--- src/rtl/hh_neuron_array.sv ---
// N-channel integrate/leak/fire neuron array, one channel per clock.
// Optional per-channel adaptive threshold: define SPIKE_ADAPT_EN.
module hh_neuron_array #(
  parameter int N            = 4,
  parameter int W            = 8,
  parameter int TH           = 32,
  parameter int V_REST       = 0,
  parameter int V_RESET      = 0,
  parameter int LEAK_SHIFT   = 2,
  parameter int DT_SHIFT     = 2,
  parameter int REFRAC_STEPS = 2,
  parameter int TH_INC       = 8
) (
  input  logic                             clk,
  input  logic                             rst_n,
  input  logic                             step_valid,
  output logic                             step_ready,
  input  logic [N*W-1:0]                   stim,
  output logic                             done,
  output logic [N-1:0]                     spike_vec,
  input  logic [((N>1)?$clog2(N):1)-1:0]   rd_sel,
  output logic [W-1:0]                     v_rd,
  output logic [15:0]                      spike_cnt
);

  localparam int IW = (N > 1) ? $clog2(N) : 1;
  localparam int XW = W + 2;
  localparam int RW = (REFRAC_STEPS > 0) ?
                      $clog2(REFRAC_STEPS + 1) : 1;
  localparam logic signed [XW-1:0] VREST_X = XW'(V_REST);
  localparam logic signed [XW-1:0] VMAX_X  = XW'((1 << W) - 1);
  localparam logic [IW-1:0]        LAST    = IW'(N - 1);

  typedef enum logic [1:0] {IDLE, RUN, DONE} state_t;

  state_t state_q, state_d;

  logic [IW-1:0]  idx;
  logic [N*W-1:0] stim_q;
  logic [W-1:0]   v_mem [N];
  logic [RW-1:0]  rf_mem [N];
  logic [N-1:0]   shadow, shadow_nx;
  logic           accept, last, running;

  logic [W-1:0]          v_cur, s_cur, thr_cur, v_new, nv;
  logic [RW-1:0]         rf_cur, rf_new;
  logic signed [XW-1:0]  v_x, s_x, leak, delta, nv_x;
  logic                  fire, refrac;
  logic [16:0]           pop, cnt_sum;

  assign running = (state_q == RUN);
  assign last    = (idx == LAST);
  assign accept  = step_valid && step_ready;

  always_comb begin
    state_d    = state_q;
    step_ready = 1'b0;
    done       = 1'b0;
    unique case (state_q)
      IDLE: begin
        step_ready = 1'b1;
        if (step_valid) state_d = RUN;
      end
      RUN: begin
        if (last) state_d = DONE;
      end
      DONE: begin
        step_ready = 1'b1;
        done       = 1'b1;
        state_d    = step_valid ? RUN : IDLE;
      end
      default: state_d = IDLE;
    endcase
  end

  // Shared datapath: W+2 signed bits keep V - V_REST and stim - leak exact
  always_comb begin
    v_cur  = v_mem[idx];
    s_cur  = stim_q[idx*W +: W];
    rf_cur = rf_mem[idx];
    v_x    = {2'b00, v_cur};
    s_x    = {{2{s_cur[W-1]}}, s_cur};
    leak   = (v_x - VREST_X) >>> LEAK_SHIFT;
    delta  = (s_x - leak) >>> DT_SHIFT;
    nv_x   = v_x + delta;
    if (nv_x[XW-1])         nv = '0;
    else if (nv_x > VMAX_X) nv = '1;
    else                    nv = nv_x[W-1:0];
    refrac = (rf_cur != '0);
    fire   = !refrac && (nv >= thr_cur);
    v_new  = nv;
    rf_new = rf_cur;
    if (refrac) begin
      v_new  = W'(V_RESET);
      rf_new = rf_cur - RW'(1);
    end else if (fire) begin
      v_new  = W'(V_RESET);
      rf_new = RW'(REFRAC_STEPS);
    end
    shadow_nx      = shadow;
    shadow_nx[idx] = fire;
  end

  always_comb begin
    pop = '0;
    for (int i = 0; i < N; i++) pop = pop + 17'(shadow_nx[i]);
    cnt_sum = {1'b0, spike_cnt} + pop;
  end

`ifdef SPIKE_ADAPT_EN
  logic [W-1:0] thr_mem [N];
  logic [W-1:0] thr_new;
  logic [W:0]   thr_sum;

  assign thr_cur = thr_mem[idx];

  always_comb begin
    thr_sum = {1'b0, thr_cur} + (W+1)'(TH_INC);
    thr_new = thr_cur;
    if (fire)
      thr_new = thr_sum[W] ? '1 : thr_sum[W-1:0];
    else if (!refrac && (thr_cur > W'(TH)))
      thr_new = thr_cur - W'(1);
  end

  always_ff @(posedge clk) begin
    if (!rst_n) begin
      for (int i = 0; i < N; i++) thr_mem[i] <= W'(TH);
    end else if (running) begin
      thr_mem[idx] <= thr_new;
    end
  end
`else
  assign thr_cur = W'(TH);
`endif

  always_ff @(posedge clk) begin
    if (!rst_n) begin
      state_q   <= IDLE;
      idx       <= '0;
      stim_q    <= '0;
      shadow    <= '0;
      spike_vec <= '0;
      spike_cnt <= '0;
      v_rd      <= '0;
      for (int i = 0; i < N; i++) begin
        v_mem[i]  <= W'(V_REST);
        rf_mem[i] <= '0;
      end
    end else begin
      state_q <= state_d;
      if (accept) begin
        stim_q <= stim;
        idx    <= '0;
        shadow <= '0;
      end else if (running) begin
        idx         <= idx + IW'(1);
        shadow      <= shadow_nx;
        v_mem[idx]  <= v_new;
        rf_mem[idx] <= rf_new;
      end
      if (running && last) begin
        spike_vec <= shadow_nx;
        spike_cnt <= cnt_sum[16] ? 16'hFFFF : cnt_sum[15:0];
      end
      // Bypass so a channel reads back its new value right after its update
      if (running && (rd_sel == idx))
        v_rd <= v_new;
      else if (int'(rd_sel) < N)
        v_rd <= v_mem[rd_sel];
      else
        v_rd <= '0;
    end
  end

endmodule

--- config.mk ---
export PLATFORM = sky130hd
export DESIGN_NAME = hh_neuron_array
export DESIGN_NICKNAME = d
export VERILOG_FILES = /design/src/rtl/hh_neuron_array.sv
export SDC_FILE = /design/constraint.sdc
export NUM_CORES = 1
export LEC_CHECK = 0
export ABC_CLOCK_PERIOD_IN_PS = 7100
export CAP_MARGIN = 20
export CORE_ASPECT_RATIO = 1.2
export CORE_UTILIZATION = 50
export DETAILED_ROUTE_END_ITERATION = 8
export GPL_TIMING_DRIVEN = 0
export HOLD_SLACK_MARGIN = 0.08
export MAX_ROUTING_LAYER = met4
export PLACE_DENSITY = 0.85
export SETUP_SLACK_MARGIN = 0.4
export SLEW_MARGIN = 20
export SYNTH_ARGS = -nofsm -noshare
export SYNTH_HDL_FRONTEND = slang
export SYNTH_SLANG_ARGS = --single-unit
--- constraint.sdc ---
create_clock -name clk -period 7.1 [get_ports clk]
set_input_delay 0.71 -clock clk [delete_from_list [all_inputs] [get_ports clk]]
set_output_delay 0.71 -clock clk [all_outputs]
set_load 0.02 [all_outputs]
==> results.txt, run 1 <==
Final Instance Count excl. Fillers: 710
Outcome: finished clean
Sequential cell area: 2610 µm²
Simple-Gate Fraction of Synth Area: 12.6%
Die height: 116 µm
Fillers: 721
Crit path capture: spike_cnt[3]
Largest family of logic cells by synthesized area: compound AO/OA/AOI/OAI gates
Yosys reg bits: 110
Total GRT Usage: 26.2%
Initial antenna violation count: 0
Synth area leaders: dfxtp_1 (26%), edfxtp_1 (22%), mux4_2 (11%)
Final slew viol count: 0
Fin util: 65.9%
Most used routing layer: met2
Number of cell rows: 41
Met2 Use GR: 45.6%
Endpoints failing setup: 0
EDFF count, synth: 40
Synth warn: 0
Worst path required time: 7.38 ns
Clk_lat worst skew: 0.35 ns
Final Hold Slack: 0.477 ns
Placed cells: 671
Vias in the first global route: 4542
PortBufs: 64
Drt wl/cell: 20.2 µm
Mapped Cells: 467
Sequential fraction of the synthesis area: 48.2%
Netlist Area Pre-Place: 5400 µm²
Startpoint types: register
Clock Pin Slew Worst Setup and Hold Paths: 0.08 ns
Most frequent cell after synthesis: dfxtp_1
Final HPWL DP: 9280 µm
Area delta synth->final: 28.5%
Diodes inserted: 0
RSZ-0062 raised after global routing: yes
Final worst path period share: 94.2%
Fmax: 0.150 GHz
Min cycle time layout: 6.69 ns
Drt total wl: 14300 µm
Global placer's final weighted congestion: 0.828
Area share of the largest cell type after synthesis: 26.0%
Fin nets: 637
Crit path max fanout: 5
GR Util met3: 5.13%
Hold Path Cell Cnt: 1
Multi-input logic area: 2830 µm²
Worst EP arrival: 6.97 ns
Xor-xnor portion of the synthesized cell area: 3.57%
Drt first pass iters: 5
Global-route congestion overflow total: 0
Starting density of the core: 51.3%
Critical path type: reg -> reg
Number of routed nets with antenna violations: 0
Core ar.: 10500 µm²
Distinct cells, synth: 58
Clk sink count: 110
Mux contribution to synthesized area: 11.1%
Worst R2R End: spike_cnt[3]
Slew headroom: 33.1%
CTS root buffer: clkbuf_16
Ratio of cells with drive above 1 in the final layout: 19.8%
CTS buffer count: 9
Maximum buffer depth of the clock tree: 2
Adder-Cell Fraction of Synth Area: 6.12%
DIE WIDTH: 96.8 µm
Cts hold-fix bufs: 0
Worst Clk Skew: 0.0104 ns
Post-synthesis area per instance: 11.6 µm²
FF-to-FF path depth: 27
CP endpoint kind: register
H-tree depth: 3
GR Layer Usage met1: 27.3%
R2R Setup Slk: 0.41 ns
Largest net degree at the start of global routing: 19
Synth area leader: dfxtp_1
CTS tree: yes
Worst VDD drop: 0.120 mV
Final hold violation count: 0
MaxCap Viol Count: 0
DR DRC count: 0
DR iter-0 viols: 348
Synth Area in Compound Gates: 15.2%
Hold/Removal Path Class: reg -> reg
Die area: 11200 µm²
Synth cell count leaders: dfxtp_1 (70), edfxtp_1 (40), a22o_1 (32), nand2_1 (32), nor2_1 (28)
Least-Margin Pin Slew: 0.998 ns
Via-to-Cell Ratio: 6.14
Static leakage: 0.00258 µW
First-pass GRT wire length: 22200 µm
Vias: 4358
Ys async rst share: 0%
Post-synth top flop: dfxtp_1
PwrDens: 252 nW/µm²
IO Count: 67
logic make-up (layout without fill, tap and decap cells):
group | count (synthesis) | after routing
simple gates | 134 | 134
compound gates | 110 | 110
flops | 110 | 110
buf+inv | 39 | 142
mux | 27 | 27
fa+ha+maj | 24 | 24
xor+xnor | 22 | 22
other cells | 1 | 12
worst min-delay path by stage:
stage,startpoint,to,slack (ns)
after global routing,stim_q[8],stim_q[8],0.49
final,stim_q[5],stim_q[5],0.48
after CTS,stim_q[5],stim_q[5],0.48
after global placement,stim_q[31],stim_q[31],0.45
after detailed placement,stim_q[5],stim_q[5],0.45
after floorplan,stim_q[16],stim_q[16],0.44
worst max-delay path: stages, from the launching register on:
cell and delay, ns:
dfxtp_2 0.34, buf_8 0.12, mux4_2 0.56, inv_2 0.09, ha_4 0.20, and3_1 0.18, a21o_2 0.21, a21o_1 0.18
a21o_1 0.20, xnor2_2 0.19, ha_1 0.34, o211ai_1 0.13, o21ai_2 0.28, xor2_1 0.20, or4_4 0.53, o2111a_2 0.30
o21ai_2 0.14, nand2_1 0.10, fa_1 0.51, inv_1 0.05, fa_2 0.34, inv_2 0.08, fa_2 0.21, nand3_2 0.10
or2_4 0.26, or3_4 0.44, clkbuf_16 0.18, a21oi_1 0.14
layer usage:
layer	vias to the layer above	wire [µm]
li1	1963	-
met1	2135	5200
met2	198	7530
met3	62	786
met4	0	785
met5	-	0
power by group:
part / internal, µW / switching (µW) / leakage, µW
logic: 247 / 304 / 0.00146
registers: 685 / 16.3 / 0.000981
clock network: 261 / 237 / 0.000143
total: 1190 / 557 / 0.00258
sequential cells by signal, indices dropped and copies added (netlist names), named ones only:
| signal | cells |
|---|---|
| state_q | 2 |
| spike_vec | 4 |
| spike_cnt | 16 |
| stim_q | 32 |
| rf_mem | 8 |
| shadow | 4 |
| v_rd | 8 |
| v_mem | 32 |
| idx | 2 |
layout by cell type, fill, tap and decap left out, drive strengths merged, types with 12 or more instances in the layout:
master         netlist  final
buf                  6     29
edfxtp              40     40
inv                 18     21
dfxtp               70     70
nand2               32     32
o21ai               13     13
nand3               15     15
ha                  20     20
nor3                21     21
clkbuf              15     26
clkdlybuf4s50        0     64
conb                 1     12
xnor2               12     12
mux4                26     26
nor2                29     29
a21oi               26     26
a22o                32     32
area by class of cell:
class,instances,share of cell area [%]
plain buffers,21,2.02
clock buffers,11,3.64
clock inverters,5,0.577
inverters,18,0.974
multi-input cells,329,40.9
flip-flops and latches,110,37.6
well taps,129,2.33
repair buffers,87,12.0
what timing repair did:
action / CTS / global route
pin swaps: 8 / 21
cloned: 0 / 1
resized for setup: 28 / 14
setup endpoints to repair: 16 / 16
buffers inserted: 10 / 12
through the flow:
stage               TNS, ns  total power [µW]  worst slack (ns)  area, µm²
detailed placement    -3.74              1140            -0.385       6250
finish                    0              1750             0.414       6940
global placement      -1.37              1120            -0.145       6250
global route              0              1810             0.218       6940
CTS                       0              1670             0.404       6730
floorplan                 0              1030             0.424       5450
Note: power is estimated with default switching activity, not from simulation.
==> run 2, diff against run 1 <==
--- a/config.mk
+++ b/config.mk
@@ -6,9 +6,10 @@
 export NUM_CORES = 1
 export LEC_CHECK = 0
 export ABC_CLOCK_PERIOD_IN_PS = 7100
-export CAP_MARGIN = 20
+export CAP_MARGIN = 15
 export CORE_ASPECT_RATIO = 1.2
 export CORE_UTILIZATION = 50
+export CTS_BUF_LIST = sky130_fd_sc_hd__clkbuf_16
 export DETAILED_ROUTE_END_ITERATION = 8
 export GPL_TIMING_DRIVEN = 0
 export HOLD_SLACK_MARGIN = 0.08
==> run 2 against run 1 <==
Worst setup slack improved by 0.044 ns. Power shrank 0.61%. Worst hold slack better by 0.00077 ns.
==> results.txt, run 2 (synthesis gave the netlist of run 1 again) <==
Die height: 116 µm (unchanged)
Worst path required time: 7.38 ns (about the same)
Drt wl/cell: 20.1 µm (-0.38%)
CTS buffer count: 9 (unchanged)
Fin util: 66.2% (+0.24 points)
DP Worst Slack: -0.385 ns (unchanged)
Fin nets: 638 (+0.16%)
First-pass GRT wire length: 22100 µm (-0.41%)
Top delay family on crit path: compound AO/OA/AOI/OAI gates
Global-route congestion overflow total: 0 (unchanged)
Final worst path period share: 93.6% (-0.61 points)
RSZ-0062 raised after global routing: yes
Post-route cell area: 6960 µm² (+0.36%)
CP Buf/Inv Count: 5 (unchanged)
Number of routed nets with antenna violations: 0 (unchanged)
Worst Clk Skew: 0.0113 ns (+0.000873 ns)
Global placer's final weighted congestion: 0.828 (unchanged)
Slew headroom: 36.5% (+3.4 points)
Commonest non-fill, non-tap cell in the layout: dfxtp_1
Final WS setup: 0.457 ns (+0.0436 ns)
Min-delay src: stim_q[5]
Total GRT Usage: 26.1% (-0.082 points)
Hold endpoint: stim_q[5]
Final slew viol count: 0 (unchanged)
Regs by FF count: stim_q (32), v_mem (32), spike_cnt (16)
PwrDens: 250 nW/µm² (-0.96%)
Worst EP arrival: 6.93 ns (-0.04 ns)
DR iter-0 viols: 291 (-16%)
Clock Pin Slew Worst Setup and Hold Paths: 0.08 ns (about the same)
Ratio of cells with drive above 1 in the final layout: 21.3% (+1.5 points)
Initial antenna violation count: 0 (unchanged)
CP endpoint kind: register
Hold Path Cell Cnt: 1 (unchanged)
Drt total wl: 14300 µm (-0.24%)
Min cycle time layout: 6.64 ns (-0.0436 ns)
Placement Cell Area: 6250 µm² (unchanged)
Endpoints failing setup: 0 (unchanged)
Number of cell rows: 41 (unchanged)
Final hold violation count: 0 (unchanged)
Diodes inserted: 0 (unchanged)
Startpoint types: register
Hold/Removal Path Class: reg -> reg
FF-to-FF path depth: 27 (unchanged)
Die area: 11200 µm² (unchanged)
Most frequent cells in the layout: dfxtp_1 (67), clkdlybuf4s50_1 (64), edfxtp_1 (40)
DIE WIDTH: 96.8 µm (unchanged)
Outcome: finished clean
MaxCap Viol Count: 0 (unchanged)
DR DRC count: 0 (unchanged)
Static leakage: 0.00258 µW (-0.15%)
Via-to-Cell Ratio: 6.10 (-0.60%)
Clk_lat worst skew: 0.36 ns (about the same)
Clk sink count: 110 (unchanged)
Area delta synth->final: 29.0%
PortBufs: 64 (unchanged)
CTS root buffer: clkbuf_16
Power, Total: 1740 µW (-0.61%)
Vias in the first global route: 4523 (-0.42%)
Worst R2R End: spike_cnt[5]
Final HPWL DP: 9280 µm (unchanged)
Critical path type: reg -> reg
Vias: 4338 (-0.46%)
Worst VDD drop: 0.121 mV (+1.3%)
Drt first pass iters: 5 (unchanged)
H-tree depth: 3 (unchanged)
Final Hold Slack: 0.478 ns (+0.000769 ns)
Fmax: 0.151 GHz (+0.66%)
Largest net degree at the start of global routing: 19 (unchanged)
Maximum buffer depth of the clock tree: 2 (unchanged)
Critical-path top delay cell: mux4_2
Least-Margin Pin Slew: 0.948 ns (-0.0501 ns)
Starting density of the core: 51.3% (unchanged)
IO Count: 67 (unchanged)
Core ar.: 10500 µm² (unchanged)
Crit path max fanout: 5 (unchanged)
CTS tree: yes
Max incr delay on CP: 0.56 ns (about the same)
R2R Setup Slk: 0.46 ns (+0.04 ns)
[run 2: changes by cell type in the layout (fill, tap and decap cells not counted), moves of 2 or more]
cell / delta
a21oi_2: +4
clkbuf_8: -2
inv_2: +2
a21oi_1: -4
[run 2: how the worst max path moves through the flow]
stage                  start            end  slack (ns)  depth (start not counted)
finish              register   spike_cnt[5]        0.46                         27
global route        register   spike_cnt[5]        0.26                         28
CTS                   idx[0]   spike_cnt[5]        0.40                         27
detailed placement    idx[0]   spike_cnt[5]       -0.39                         26
global placement      idx[0]  spike_cnt[11]       -0.15                         26
floorplan             idx[0]   spike_cnt[0]        0.42                         26
[run 2: through the flow]
step                      cells  setup TNS (ns)
after floorplan             478               0
after global placement      671           -1.37
after detailed placement    671           -3.74
after CTS                   697               0
after global routing        711               0
final                       711               0
[run 2: repair_timing]
item | in CTS | in global routing
resized for setup | 27 | 25
hold buffers | 0 | 0
buffers inserted | 10 | 13
pin swaps | 8 | 24
endpoints found under the setup margin | 16 | 16
cloned | 0 | 1
[run 2: power breakdown]
group / switching, µW / internal [µW]
logic: 309 / 253
clock network: 236 / 239
registers: 16.5 / 685
total: 561 / 1180
[run 2: cell type report]
| type | instances | area (µm²) |
|---|---|---|
| repair buffers | 88 | 838 |
| plain buffers | 21 | 138 |
| flip-flops and latches | 110 | 2610 |
| clock inverters | 7 | 47.5 |
| multi-input cells | 329 | 2870 |
| clock buffers | 9 | 225 |
| inverters | 18 | 67.6 |
| well taps | 129 | 161 |
| fillers | 719 | 3560 |
[run 2: per-layer routing]
metal / share of wire (%) / vias to the layer above / GRT usage, %
met5: 0 / - / -
met4: 4.5 / 0 / 15.4
met3: 5.8 / 50 / 5.97
met2: 54 / 203 / 45.6
met1: 36 / 2121 / 27.2
li1: - / 1964 / -
